[src/rtl/fp_pkg.sv]
// Shared floating-point datapath constants: result word width, result buffer
// depth and drop-counter sizing.
package fp_pkg;

   localparam int FP_WORD_W       = 36;
   localparam int FP_RESBUF_DEPTH = 4;
   localparam int FP_DROPCNT_W    = 8;

   localparam logic [FP_DROPCNT_W-1:0] FP_DROPCNT_MAX = '1;

endpackage : fp_pkg

[src/rtl/fp_result_buf_if.sv]
// Result handshake bundle: pipeline strobe/data toward the buffer and the
// valid/ready delivery side toward the consumer.
interface fp_result_buf_if #(
   parameter int WIDTH = fp_pkg::FP_WORD_W
);

   logic             in_valid;
   logic [WIDTH-1:0] in_data;
   logic             out_valid;
   logic             out_ready;
   logic [WIDTH-1:0] out_data;

   // master: the environment (pipeline + consumer); slave: the result buffer
   modport master (
      output in_valid, in_data, out_ready,
      input  out_valid, out_data
   );

   modport slave (
      input  in_valid, in_data, out_ready,
      output out_valid, out_data
   );

endinterface : fp_result_buf_if

[src/rtl/fp_resbuf_mem.sv]
// DEPTH x WIDTH register array for the result buffer: one synchronous write
// port and one asynchronous read port.
module fp_resbuf_mem
   import fp_pkg::*;
#(
   parameter int WIDTH = FP_WORD_W,
   parameter int DEPTH = FP_RESBUF_DEPTH
) (
   input  logic                     clk,
   input  logic                     we,
   input  logic [$clog2(DEPTH)-1:0] waddr,
   input  logic [WIDTH-1:0]         wdata,
   input  logic [$clog2(DEPTH)-1:0] raddr,
   output logic [WIDTH-1:0]         rdata
);

   logic [WIDTH-1:0] mem [DEPTH];

   // NOTE: storage is deliberately not reset; the control logic never exposes
   // an entry that has not been written since reset.
   always_ff @(posedge clk) begin
      if (we) begin
         mem[waddr] <= wdata;
      end
   end

   assign rdata = mem[raddr];

endmodule : fp_resbuf_mem

[src/rtl/fp_result_buf.sv]
// Output-side result buffer for the FP multiplier: small FIFO with sticky
// overflow flag. Define FP_RESBUF_DROPCNT_EN to add the saturating drop_cnt port.
module fp_result_buf
   import fp_pkg::*;
#(
   parameter int WIDTH = FP_WORD_W,
   parameter int DEPTH = FP_RESBUF_DEPTH
) (
   input  logic                   clk,
   input  logic                   rst,
   fp_result_buf_if.slave         bus,
   output logic [$clog2(DEPTH):0] level,
   output logic                   full,
   output logic                   overflow,
   input  logic                   clr_ovf
`ifdef FP_RESBUF_DROPCNT_EN
   ,
   output logic [FP_DROPCNT_W-1:0] drop_cnt
`endif
);

   localparam int PTR_W = $clog2(DEPTH);
   localparam int LVL_W = PTR_W + 1;

   logic [PTR_W-1:0] wr_ptr;
   logic [PTR_W-1:0] rd_ptr;
   logic [WIDTH-1:0] head_data;
   logic             pop;
   logic             push;
   logic             drop;

   // All outputs decode from level/rd_ptr registers, never from in_valid or out_ready.
   assign full          = (level == LVL_W'(DEPTH));
   assign bus.out_valid = (level != '0);
   assign bus.out_data  = bus.out_valid ? head_data : '0;

   assign pop  = bus.out_valid & bus.out_ready;
   assign push = bus.in_valid & (~full | pop);
   assign drop = bus.in_valid & full & ~pop;

   fp_resbuf_mem #(
      .WIDTH (WIDTH),
      .DEPTH (DEPTH)
   ) u_mem (
      .clk   (clk),
      .we    (push),
      .waddr (wr_ptr),
      .wdata (bus.in_data),
      .raddr (rd_ptr),
      .rdata (head_data)
   );

   // NOTE: sequential state uses non-blocking assignments so every register
   // samples pre-edge values regardless of statement order.
   always_ff @(posedge clk or posedge rst) begin
      if (rst) begin
         wr_ptr <= '0;
         rd_ptr <= '0;
         level  <= '0;
      end else begin
         if (push) begin
            wr_ptr <= wr_ptr + PTR_W'(1);
         end
         if (pop) begin
            rd_ptr <= rd_ptr + PTR_W'(1);
         end
         if (push && !pop) begin
            level <= level + LVL_W'(1);
         end else if (pop && !push) begin
            level <= level - LVL_W'(1);
         end
      end
   end

   // A drop in the same cycle as clr_ovf leaves the flag set.
   always_ff @(posedge clk or posedge rst) begin
      if (rst) begin
         overflow <= 1'b0;
      end else if (drop) begin
         overflow <= 1'b1;
      end else if (clr_ovf) begin
         overflow <= 1'b0;
      end
   end

`ifdef FP_RESBUF_DROPCNT_EN
   always_ff @(posedge clk or posedge rst) begin
      if (rst) begin
         drop_cnt <= '0;
      end else if (clr_ovf) begin
         drop_cnt <= drop ? FP_DROPCNT_W'(1) : '0;
      end else if (drop && (drop_cnt != FP_DROPCNT_MAX)) begin
         drop_cnt <= drop_cnt + FP_DROPCNT_W'(1);
      end
   end
`endif

endmodule : fp_result_buf

[src/flat_wrapper.sv]
// flat-port wrapper written by rule: the top's interface ports become plain ports
module fp_result_buf_flat import fp_pkg::*;
#(
   parameter int WIDTH = FP_WORD_W,
   parameter int DEPTH = FP_RESBUF_DEPTH
)
  (clk, rst, level, full, overflow, clr_ovf, bus_in_valid, bus_in_data, bus_out_ready, bus_out_valid, bus_out_data);
  fp_result_buf_if #(.WIDTH(WIDTH)) bus_i ();
  input  logic clk;
  input  logic rst;
  output logic [$clog2(DEPTH):0] level;
  output logic full;
  output logic overflow;
  input  logic clr_ovf;
  input wire logic [$bits(bus_i.in_valid)-1:0] bus_in_valid;
  input wire logic [$bits(bus_i.in_data)-1:0] bus_in_data;
  input wire logic [$bits(bus_i.out_ready)-1:0] bus_out_ready;
  output wire logic [$bits(bus_i.out_valid)-1:0] bus_out_valid;
  output wire logic [$bits(bus_i.out_data)-1:0] bus_out_data;
  assign bus_i.in_valid = bus_in_valid;
  assign bus_i.in_data = bus_in_data;
  assign bus_i.out_ready = bus_out_ready;
  assign bus_out_valid = bus_i.out_valid;
  assign bus_out_data = bus_i.out_data;
  fp_result_buf #(.WIDTH(WIDTH), .DEPTH(DEPTH)) u_core (.clk(clk), .rst(rst), .bus(bus_i), .level(level), .full(full), .overflow(overflow), .clr_ovf(clr_ovf));
endmodule
[config.mk]
export PLATFORM = sky130hd
export DESIGN_NAME = fp_result_buf_flat
export DESIGN_NICKNAME = d
export VERILOG_FILES = /design/src/rtl/fp_pkg.sv /design/src/rtl/fp_result_buf_if.sv /design/src/rtl/fp_resbuf_mem.sv /design/src/rtl/fp_result_buf.sv /design/src/flat_wrapper.sv
export SDC_FILE = /design/constraint.sdc
export NUM_CORES = 1
export LEC_CHECK = 0
export ABC_AREA = 0
export CAP_MARGIN = 15
export CORE_ASPECT_RATIO = 2
export CORE_MARGIN = 3
export CORE_UTILIZATION = 45
export CTS_CLUSTER_SIZE = 12
export DETAILED_ROUTE_END_ITERATION = 10
export DONT_BUFFER_PORTS = 1
export SLEW_MARGIN = 5
export SYNTH_ARGS = -nofsm -noshare
export SYNTH_HDL_FRONTEND = slang
export SYNTH_SLANG_ARGS = --single-unit
export TNS_END_PERCENT = 100
[constraint.sdc]
create_clock -name clk -period 2 [get_ports clk]
set_clock_uncertainty 0.05 [all_clocks]
set_input_delay 0.4 -clock clk [delete_from_list [all_inputs] [get_ports clk]]
set_output_delay 0.4 -clock clk [all_outputs]
set_load 0.01 [all_outputs]
==> results of run 1 <==
## worst max-delay path, stage by stage, from the launching register on
cell     delay, ns
dfrtp_2       0.41
buf_12        0.14
buf_12        0.13
mux4_2        0.52
and2_4        0.19
## registers in the layout, indices dropped and copies added, names as in the netlist
register,count
u_core.u_mem.mem,144
u_core.rd_ptr,2
u_core.overflow,1
u_core.wr_ptr,2
u_core.level,3
## stage by stage
step	cell area, um^2	util	TNS (ns)	std cells	hold slack, ns
floorplan	5936	-	-0.2862	268	0.1655
global placement	6345	0.4996	-0.03327	428	0.2055
detailed placement	6345	0.4996	-0.09505	428	0.2173
CTS	7024	0.5531	-8.217	460	0.006646
global route	7108	0.5597	-9.852	464	0.004206
finish	7108	0.5597	-7.490	464	0.02830
## cell families after synthesis
group                      synth area share
and+or+nand+nor                     0.04709
AOI/OAI and AO/OA                  0.004030
muxes                                0.1419
buffers and inverters               0.01697
xor gates and xnor gates           0.008910
adders and majority gates           0.01400
DFF                                  0.7671
## final cells by class
class	instances	area (um^2)	area share
well taps	150	187.7	0.02640
clock buffers	20	436.7	0.06143
flip-flops and latches	152	4529	0.6372
repair buffers	27	394.1	0.05545
inverters	7	26.28	0.003697
clock inverters	11	131.4	0.01848
multi-input cells	97	1403	0.1973
## placed cells by master (no fill, tap or decap), types with 2 or more instances in the layout
master      count
xnor2_1         4
clkinv_1        3
bufinv_16       3
and2_4         36
edfxtp_1      144
inv_1           6
clkbuf_16      19
clkbuf_1        3
buf_4          11
dfrtp_1         4
dfrtp_2         4
ha_1            4
buf_12         12
mux4_2         36
xor2_1          2
clkinv_2        3
and2_2          4
mux2_4          2
clkinvlp_4      2
## worst paths after layout
kind	to	cells past startpoint
max	bus_out_data[4]	4
min reg2reg	u_core.wr_ptr[1]	1
max in group asynchronous	u_core.rd_ptr[1]	2
min	u_core.overflow	1
min in group asynchronous	u_core.wr_ptr[0]	2
max reg2reg	u_core.level[1]	6
## synth_stat cells
library cell / instances / area share
inv_1: 7 / 0.0045
nor2_1: 1 / 0.00064
buf_2: 5 / 0.0042
or3b_1: 1 / 0.0015
o21a_4: 1 / 0.0025
or3_1: 1 / 0.0011
mux2_2: 1 / 0.0019
xnor2_1: 4 / 0.0059
and2_1: 40 / 0.042
nand2_1: 1 / 0.00064
mux4_2: 36 / 0.14
nand3_1: 1 / 0.00085
ha_1: 5 / 0.011
o32ai_1: 1 / 0.0015
dfrtp_1: 8 / 0.034
fa_1: 1 / 0.0034
clkbuf_1: 4 / 0.0025
buf_6: 3 / 0.0057
xor2_1: 2 / 0.0030
edfxtp_1: 144 / 0.73
mux2_4: 1 / 0.0025
## metal layers
metal  routed length [um]  track usage  vias up
li1                     -            -     1133
met1                 3521       0.1629     1309
met2                 5581       0.2516       70
met3                  582      0.05975       21
met4                  347      0.08955        0
met5                    0            0        -
## power by group through the flow
stage	Sequential [mW]	Clock (mW)	Combinational (mW)
5_1_grt	4.45	3.23	4.39
3_5_place_dp	4.46	0	3.47
3_3_place_gp	4.42	0	3.44
4_1_cts	4.40	3.12	3.99
6_report	4.39	3.04	4.05
2_1_floorplan	4.42	0	2.46
## what timing repair did
item / CTS / global route
setup endpoints to repair: 38 / 38
buffers inserted: 0 / 2
resized for setup: 39 / 3
gates cloned: 0 / 2
endpoints found under the hold margin: 8 / 0
pin swaps: 1 / 5
hold buffers: 1 / 0
==> results.json, run 1 <==
{
  "grt_use_total": 0.1531,
  "die_w_um": 86.96,
  "area_growth_pct": 20.51,
  "slew_violations": 0,
  "sw_frac_of_total": 0.2704,
  "tritoncts": "built",
  "ant_nets": 0,
  "holdCritPathClass": "in -> reg",
  "drt-initial-drc-count": 163,
  "wl_per_cell_um": 21.62,
  "r2r_setup_slack_ns": -0.10,
  "io_pins": 83,
  "nFillCells": 928,
  "syn_area_um2": 5898,
  "yosysWarnings": 0,
  "ys_ff_latch": 152,
  "drc": 0,
  "port_buffers": 0,
  "failed_checks": "setup timing",
  "fp.dieH_um": 167.9,
  "cts_buffers": 17,
  "place_congestion": 0.7061,
  "first_global_vias": 2818,
  "finalPower_mw": 11.48,
  "fin_crit_ns": 2.249,
  "synth_cell_type_count": 21,
  "critPathKind": "reg -> out",
  "worst_pin_slew_ns": 0.3336,
  "syn_inst": 268,
  "seqPwrFrac": 0.382,
  "setup_viol": 37,
  "cp-start-kind": "flop",
  "synth_nets": 315,
  "critPathRequiredTime_ns": 1.55,
  "hold_viol_final": 0,
  "clk_latency_ns": 0.41,
  "ys_seq_area_frac": 0.7671,
  "r2r-start": "u_core.level[0]",
  "status": "finished, violations left",
  "fmax_ghz": 0.4447,
  "rows": 58,
  "max-slew-margin-rel": 0.7774,
  "initial_core_util": 0.4644,
  "clock_power_share": 0.265,
  "cellInternalPower_mw": 8.376,
  "n_antenna_cell": 0,
  "die_area_um2": 14600,
  "p_per_area_nw_per_um2": 1615,
  "wirelength_um": 10030,
  "nNetsFinal": 349,
  "grt_max_degree": 39,
  "place_ws_ns": -0.08282,
  "dr.pass1.iters": 4,
  "globalRouteOverflowTotal": 0,
  "period_share": 1.124,
  "core_area_um2": 12700,
  "switchingPower_mw": 3.104,
  "worstHoldStart": "clr_ovf",
  "p_leak_nw": 2.424,
  "worst_slack_ns": -0.2487,
  "drv_cap": 0,
  "drive_above_1_share": 0.4459,
  "path_max_fanout": 7,
  "path_clk_slew_ns": 0.05,
  "vias": 2533,
  "cts-root-buf": "clkbuf_16",
  "viasPerCell": 5.459,
  "cp-end-kind": "output port",
  "clkSinkCount": 152,
  "rsz0062_at_grt": "yes",
  "grt_pass1_wl_um": 15880,
  "p_comb_frac": 0.353,
  "peakVddDrop_uv": 895.2,
  "antenna_found_initial": 0,
  "setup.worst_path.start": "u_core.rd_ptr[0]",
  "critPathArrivalTime_ns": 1.80,
  "htree_levels": 4,
  "clk_path_buf_depth": 2,
  "avgSynthCellArea_um2": 22.01
}
Power figures use the tool's default switching activity.
==> run 2: changes to the inputs <==
--- a/config.mk
+++ b/config.mk
@@ -8,7 +8,7 @@
 export ABC_AREA = 0
 export CAP_MARGIN = 15
 export CORE_ASPECT_RATIO = 2
-export CORE_MARGIN = 3
+export CORE_MARGIN = 2
 export CORE_UTILIZATION = 45
 export CTS_CLUSTER_SIZE = 12
 export DETAILED_ROUTE_END_ITERATION = 10
==> results.json, run 2 (same netlist as run 1, synthesis figures left out) <==
{
  "failed_checks": "setup timing",
  "rows": 59,
  "wl_per_cell_um": 21.76,
  "grt_pass1_wl_um": 15680,
  "grt_max_degree": 39,
  "stdcell_count": 475,
  "dp_cells": 432,
  "drv_cap": 0,
  "fmax_ghz": 0.4475,
  "grt_use_total": 0.1533,
  "setup_viol": 38,
  "path_max_fanout": 6,
  "drc": 0,
  "fp.dieH_um": 165.9,
  "core_area_um2": 12920,
  "nFillCells": 959,
  "area_growth_pct": 22.23,
  "htree_levels": 4,
  "fin_crit_ns": 2.235,
  "layout_common_cells": "edfxtp_1 (144), mux4_2 (36), and2_4 (36), clkbuf_16 (20), buf_4 (16)",
  "place_ws_ns": -0.09305,
  "clk_latency_ns": 0.41,
  "first_global_vias": 2805,
  "tritoncts": "built",
  "cp-end-kind": "output port",
  "hpwl_um": 6521,
  "mostFrequentLayoutCell": "edfxtp_1",
  "crit_chain": "buf_6 > buf_12 > mux4_2 > and2_4",
  "p_leak_nw": 2.469,
  "nNetsFinal": 357,
  "initial_core_util": 0.4566,
  "top_regs": "u_core.u_mem.mem x144, u_core.level x3",
  "n_antenna_cell": 0,
  "status": "finished, violations left",
  "critPathRequiredTime_ns": 1.55,
  "viasPerCell": 5.406,
  "period_share": 1.117,
  "place_congestion": 0.6879,
  "drive_above_1_share": 0.4613,
  "io_pins": 83,
  "slowest_stage": "mux4_2",
  "critPathKind": "reg -> out",
  "holdCritPathClass": "in -> reg",
  "multi_input_area_um2": 1396,
  "vias": 2568,
  "clkSinkCount": 152,
  "wirelength_um": 10340,
  "regMostFlops": "u_core.u_mem.mem",
  "cp-start-kind": "flop",
  "clk_path_buf_depth": 2,
  "regArea_um2": 4529,
  "rsz0062_at_grt": "yes",
  "critPathArrivalTime_ns": 1.78,
  "dr.pass1.iters": 4,
  "globalRouteOverflowTotal": 0,
  "antenna_found_initial": 0,
  "path_clk_slew_ns": 0.06,
  "die_area_um2": 14090,
  "hold_viol_final": 0,
  "ant_nets": 0,
  "die_w_um": 84.96,
  "worst_pin_slew_ns": 0.3288,
  "port_buffers": 0,
  "largest_reg_flops": 144,
  "cts_buffers": 17,
  "cts-root-buf": "clkbuf_16",
  "slew_violations": 0,
  "finalPower_mw": 11.76,
  "peakVddDrop_uv": 994.8,
  "drt-initial-drc-count": 152,
  "max-slew-margin-rel": 0.7808,
  "worst_slack_ns": -0.2348,
  "slowest_delay_ns": 0.53,
  "p_per_area_nw_per_um2": 1632
}
## run 2: changes by cell type in the layout (fill, tap and decap cells not counted), sizes merged
cell | before | now
clkinvlp | 2 | 3
clkbuf | 22 | 23
clkinv | 6 | 5
inv | 7 | 8
buf | 24 | 31
## run 2: metal layers
metal,track usage,share of wire,vias to the layer above
met3,0.04970,0.049,17
li1,-,-,1157
met2,0.2711,0.57,64
met5,0,0,-
met4,0.06970,0.024,0
met1,0.1621,0.36,1330
## run 2: power by group
| group | switching, mW | internal, mW | leakage [nW] | total (mW) |
|---|---|---|---|---|
| sequential | 0.202 | 4.21 | 1.41 | 4.41 |
| clock | 1.20 | 1.96 | 0.276 | 3.15 |
| combinational | 1.85 | 2.35 | 0.781 | 4.20 |
## run 2: through the flow
step,instance area (um^2),utilization,hold WS [ns],TNS (ns)
finish,7209,0.5581,0.02522,-7.378
global route,7209,0.5581,0.01009,-9.672
CTS,7087,0.5486,0.008972,-7.936
detailed placement,6375,0.4935,0.2096,-0.09305
global placement,6375,0.4935,0.2026,-0.04674
floorplan,5936,-,0.1655,-0.2862
## run 2: worst paths after layout
check | to | slack, ns | cells after the start | startpoint
worst min register to register | u_core.wr_ptr[1] | 0.54 | 1 | u_core.wr_ptr[1]
worst max-delay path | bus_out_data[18] | -0.23 | 4 | u_core.rd_ptr[0]
max in group asynchronous | u_core.rd_ptr[0] | 1.32 | 2 | rst
min in group asynchronous | u_core.overflow | 0.32 | 2 | rst
worst max register to register | u_core.level[1] | -0.09 | 7 | u_core.level[2]
worst min-delay path | u_core.overflow | 0.03 | 1 | clr_ovf
## run 2: layout make-up
class,count,share of cell area
clock inverters,12,0.02100
repair buffers,35,0.06647
clock buffers,20,0.06057
well taps,152,0.02638
multi-input cells,97,0.1937
flip-flops and latches,152,0.6283
inverters,7,0.003645
## run 2: critical path: cells and delay by family (launching register included)
kind                   cells  cell delay (ns)
muxes                      1             0.53
DFF                        1             0.39
buffers and inverters      2             0.26
and+or+nand+nor            1             0.19
## run 2: repair_timing
item                       4_1_cts  5_1_grt
cloned                           0        3
pin swaps                        1        3
hold buffers                     1        0
gates resized for setup         38        5
setup endpoints to repair       38       38
hold endpoints to repair         8        0
buffers inserted                 2        5
==> run 3: changes to the inputs <==
--- a/config.mk
+++ b/config.mk
@@ -6,7 +6,7 @@
 export NUM_CORES = 1
 export LEC_CHECK = 0
 export ABC_AREA = 0
-export CAP_MARGIN = 15
+export CAP_MARGIN = 0
 export CORE_ASPECT_RATIO = 2
 export CORE_MARGIN = 2
 export CORE_UTILIZATION = 45
==> results of run 3 <==
Same layout as run 2: the final DEF is identical, and so are final timing and power.
